### src/rtl/pe_conv_sequencer.sv
// 3-tap / 5-pixel 1-D convolution sequencer sharing one multiplier across taps and outputs.
// Optional build macro PE_PSUM_SAT_EN: saturate emitted psums instead of truncating them.
module pe_conv_sequencer #(
  parameter int DWIDTH     = 8,
  parameter int PSUM_W     = 8,
  parameter int FILT_REUSE = 3
) (
  input  logic                  clk,
  input  logic                  rst_n,
  input  logic                  filt_valid,
  output logic                  filt_ready,
  input  logic [3*DWIDTH-1:0]   filt_data,
  input  logic                  pix_valid,
  output logic                  pix_ready,
  input  logic [5*DWIDTH-1:0]   pix_data,
  output logic                  psum_valid,
  input  logic                  psum_ready,
  output logic [PSUM_W-1:0]     psum_data,
  output logic [1:0]            psum_idx,
  output logic                  busy
);

  localparam int ACC_W = 2*DWIDTH + 2;
  localparam int RC_W  = (FILT_REUSE < 2) ? 1 : $clog2(FILT_REUSE + 1);

  typedef enum logic [1:0] {S_FILT, S_PIX, S_MAC, S_OUT} state_e;

  state_e                   state_q;
  logic [DWIDTH-1:0]        w_q   [3];
  logic [DWIDTH-1:0]        pix_q [5];
  logic [1:0]               j_q;
  logic [1:0]               t_q;
  logic [ACC_W-1:0]         acc_q;
  logic [RC_W-1:0]          reuse_cnt_q;
  logic [PSUM_W-1:0]        psum_data_q;

  logic [2:0]               tap_idx;
  logic [2*DWIDTH-1:0]      prod;
  logic [ACC_W-1:0]         acc_d;
  logic [PSUM_W-1:0]        psum_d;

  // NOTE: handshake readies are pure state decodes, forced low while reset is asserted.
  assign filt_ready = rst_n && (state_q == S_FILT);
  assign pix_ready  = rst_n && (state_q == S_PIX);
  assign psum_valid = rst_n && (state_q == S_OUT);
  assign busy       = (state_q == S_MAC) || (state_q == S_OUT);
  assign psum_data  = psum_data_q;
  assign psum_idx   = j_q;

  assign tap_idx = {1'b0, j_q} + {1'b0, t_q};
  assign prod    = pix_q[tap_idx] * w_q[t_q];
  assign acc_d   = acc_q + ACC_W'(prod);

  always_comb begin
`ifdef PE_PSUM_SAT_EN
    if (acc_d > {{(ACC_W-PSUM_W){1'b0}}, {PSUM_W{1'b1}}}) psum_d = '1;
    else                                                   psum_d = acc_d[PSUM_W-1:0];
`else
    psum_d = acc_d[PSUM_W-1:0];
`endif
  end

  // NOTE: all state uses non-blocking assignments; the small weight/pixel arrays are
  // cleared on reset because reset must discard any previously latched operands.
  always_ff @(posedge clk) begin
    if (!rst_n) begin
      state_q     <= S_FILT;
      j_q         <= '0;
      t_q         <= '0;
      acc_q       <= '0;
      reuse_cnt_q <= '0;
      psum_data_q <= '0;
      for (int i = 0; i < 3; i++) w_q[i]   <= '0;
      for (int i = 0; i < 5; i++) pix_q[i] <= '0;
    end else begin
      case (state_q)
        S_FILT: if (filt_valid) begin
          for (int i = 0; i < 3; i++) w_q[i] <= filt_data[(2-i)*DWIDTH +: DWIDTH];
          reuse_cnt_q <= '0;
          state_q     <= S_PIX;
        end
        S_PIX: if (pix_valid) begin
          for (int i = 0; i < 5; i++) pix_q[i] <= pix_data[(4-i)*DWIDTH +: DWIDTH];
          j_q     <= '0;
          t_q     <= '0;
          acc_q   <= '0;
          state_q <= S_MAC;
        end
        S_MAC: begin
          acc_q <= acc_d;
          t_q   <= t_q + 2'd1;
          if (t_q == 2'd2) begin
            psum_data_q <= psum_d;
            state_q     <= S_OUT;
          end
        end
        S_OUT: if (psum_ready) begin
          if (j_q != 2'd2) begin
            j_q     <= j_q + 2'd1;
            t_q     <= '0;
            acc_q   <= '0;
            state_q <= S_MAC;
          end else begin
            reuse_cnt_q <= reuse_cnt_q + 1'b1;
            state_q     <= (int'(reuse_cnt_q) + 1 == FILT_REUSE) ? S_FILT : S_PIX;
          end
        end
        default: state_q <= S_FILT;
      endcase
    end
  end

endmodule

### config.mk
export PLATFORM = sky130hd
export DESIGN_NAME = pe_conv_sequencer
export DESIGN_NICKNAME = d
export VERILOG_FILES = /design/src/rtl/pe_conv_sequencer.sv
export SDC_FILE = /design/constraint.sdc
export NUM_CORES = 1
export LEC_CHECK = 0
export ABC_AREA = 1
export BUFFER_PORTS_ARGS = -buffer_cell sky130_fd_sc_hd__buf_2
export CORE_MARGIN = 1
export CORE_UTILIZATION = 50
export DETAILED_ROUTE_END_ITERATION = 12
export PLACE_DENSITY = 0.72
export SLEW_MARGIN = 20
export SYNTH_ARGS = -nofsm -noshare
export SYNTH_HDL_FRONTEND = slang
export SYNTH_SLANG_ARGS = --single-unit
### constraint.sdc
create_clock -name clk -period 10.9 [get_ports clk]
set_clock_uncertainty 0.15 [all_clocks]
set_input_delay 2.18 -clock clk [delete_from_list [all_inputs] [get_ports clk]]
set_output_delay 2.18 -clock clk [all_outputs]
set_load 0.005 [all_outputs]
==> flow_summary.toml <==
[route]
ant_nets = 0
wl_um = 10700
via_per_inst = 4.71
routed-via-count = 4158
remaining_drc_errors = 0
detail_route.wl_per_cell_um = 12.1
drt_iter0_drc = 200
firstDrtPassIters = 4

[cts]
post_cts_buffers = 0
insertion_delay_ns = 0.37
cts_max_level = 3
cts_resized = 0
clock-root-buffer = "clkbuf_8"
cts_sinks = 90
cts_hold_buf = 0
cts_max_path_buffers = 2
path_clk_slew_ns = 0.08
cts_buffers = 9
cts_tree = "done"

[run_status]
status = "completed"

[placed_design]
place_area_um2 = 5930
gp_congestion = 0.878
port_buffers = 82
dpl.hpwl_um = 8340

[critical_path]
r2r_cells = 33
reg2reg_to = "psum_data[7]"
max_stage_delay_ns = 0.76
cp-end-kind = "flip-flop"
crit_start = "psum_idx[0]"
crit_end = "psum_data[7]"
crit_type = "reg2reg"
cpMaxStageDelayCell = "fa_1"
crit_arrival_ns = 5.87
path_common_cell = "nand2_1"
cp_max_fo = 9
start_kind = "flip-flop"
worst_ep_required_time_ns = 10.98
r2r_slack_ns = 5.11
r2r-start = "psum_idx[0]"

[logic_synthesis]
synthAdderAreaFrac_pct = 11.8
ys_seq_area_share_pct = 44.7
synth_area_per_cell_um2 = 8.20
synthCells = 666
synth-compound-area-share_pct = 4.38
ys.warnings.count = 0
synth_seq_cells = 90
synthXorXnorAreaFrac_pct = 0.802
synth_top_area_share_pct = 35.2
synth_nets = 775
synth-simple-area-share_pct = 25.8
netlist.top_cell.by_area = "edfxtp_1"
synth_top_family_by_area = "simple AND/OR/NAND/NOR gates"
synth_area_um2 = 5460
synth_cell_types = 34
synth_mux_area_share_pct = 0
ys_top_cells_by_area = "edfxtp_1 (35%), nand2_1 (10%), inv_1 (9.7%), dfxtp_1 (9.5%), fa_1 (7.0%)"

[global_routing]
grt_overflow = 0
grt_usage_pct = 19.8
grt_pass1_wl_um = 17400
grt_pass1_vias = 4027
grt_max_degree = 41
grt_antenna_before_repair = 0

[die]
die_h_um = 107
start_util_pct = 52.2
die_w_um = 107
io_pins = 83
rows = 37
die_area_um2 = 11300
core_um2 = 10500

[power]
leakage_nw = 3.15
p_clk_share_pct = 11.5
p_sw_mw = 0.980
p_comb_share_pct = 64.5
p_int_mw = 1.02
swShare_pct = 49.0
powerDensity_nw_per_um2 = 325
peakVddDrop_v = 0.000195
seqPwrFrac_pct = 24.0

[timing]
setup_tns_ns = 0
finalSetupViolCount = 0
tightest_slew_ns = 1.04
slew_headroom_pct = 30.8
min_period_over_period_pct = 53.1
period_needed_ns = 5.79
slew_violations = 0
rsz0062_at_grt = "false"
final_hold_viol_count = 0
timing.fmax_mhz = 173

[final_layout]
stdcell_area_um2 = 6150
final.fill_count = 976
regArea_um2 = 2440
multiInputGateArea_um2 = 2350
insertedDiodeCount = 0
area_growth_pct = 12.7
layout.nets = 851
drive_gt1_share_pct = 20.1

[run]
maxCapViolCount = 0

[worst_hold_path]
hp-class = "reg2reg"
worstHoldPathCells = 2
[state kept, by name (all words and copies together), names as in the netlist, named ones only]
register / flops
psum_data: 8
w_q: 24
pix_q: 40
reuse_cnt_q: 2
psum_idx: 2
acc_q: 8
state_q: 2
t_q: 2
[worst max-delay path, delay by kind of cell (launching register included)]
family / cells / cell delay (ns)
AND/OR/NAND/NOR: 16 / 1.09
buffers and inverters: 8 / 0.55
flip-flops: 1 / 0.33
AO/OA/AOI/OAI: 2 / 0.24
adder cells (fa/ha/maj): 7 / 3.30
[synth_stat cells]
master,n
nand3b_1,1
a21oi_1,22
fa_1,19
ha_1,21
nor2_4,1
clkbuf_1,9
xnor2_1,2
dfxtp_1,26
buf_4,1
buf_6,4
o211a_1,1
inv_8,1
a211oi_1,2
nand4_1,2
buf_12,1
buf_2,3
inv_4,1
nand2_2,21
or2_0,1
o21bai_1,1
nor2_1,98
nand3_1,28
edfxtp_1,64
nand3_2,10
o21ai_0,14
nor3_1,1
a21oi_2,3
inv_2,5
or2_2,6
xor2_1,3
or2_1,3
nor2_2,2
nand2_1,148
inv_1,141
[area by class of cell]
class | count | area share, %
timing repair buffer | 83 | 7.12
sequential | 90 | 39.7
multi-input combinational | 410 | 38.1
clock buffer | 14 | 2.54
inverter | 148 | 9.19
tap | 136 | 2.76
clock inverter | 2 | 0.590
[layer usage]
layer	wire (um)	track usage (%)	up-vias	share of wire (%)
met1	4820	24.2	1869	45
met5	0	0	-	0
met2	5170	33.8	100	49
met4	220	9.20	0	2.1
met3	446	3.56	15	4.2
li1	-	-	2174	-
[cells in the final DEF, fill, tap and decap left out, types with 5 or more instances in the layout]
cell / instances
a21oi_1: 22
buf_2: 82
clkbuf_8: 10
dfxtp_1: 26
edfxtp_1: 64
fa_1: 19
ha_1: 21
inv_1: 141
inv_2: 5
nand2_1: 147
nand2_2: 22
nand3_1: 28
nand3_2: 10
nor2_1: 98
o21ai_0: 13
or2_2: 6
[logic make-up after synthesis]
group,count (synthesis)
XOR/XNOR,5
AND/OR/NAND/NOR,322
AO/OA/AOI/OAI,43
buffers and inverters,166
adder cells (fa/ha/maj),40
flip-flops,90
[how the worst min path moves through the flow]
stage                     slack (ns)         start           end
final                           0.32  psum_data[2]  psum_data[2]
after global routing            0.35  psum_data[0]  psum_data[0]
after CTS                       0.32  psum_data[2]  psum_data[2]
after detailed placement        0.31  psum_data[2]  psum_data[2]
after global placement          0.30  psum_data[1]  psum_data[1]
after floorplan                 0.29      acc_q[3]      acc_q[3]
[through the flow]
stage / instances / power, mW / hold slack (ns) / setup WS, ns / utilization [%]
2_1_floorplan: 666 / 1.51 / 0.291 / 5.19 / -
3_3_place_gp: 866 / 1.73 / 0.297 / 5.38 / 56.7
3_5_place_dp: 866 / 1.77 / 0.305 / 5.15 / 56.7
4_1_cts: 882 / 2.01 / 0.317 / 5.13 / 58.5
5_1_grt: 883 / 2.20 / 0.353 / 4.72 / 58.8
6_report: 883 / 2.00 / 0.317 / 5.11 / 58.8
[power by group through the flow]
stage               Clock [mW]  Combinational [mW]  Sequential, mW
floorplan                    0                1.03           0.475
global placement             0                1.24           0.487
detailed placement           0                1.28           0.489
CTS                      0.234                1.29           0.482
global route             0.249                1.46           0.487
finish                   0.230                1.29           0.480
(Power assumes the default switching activity.)
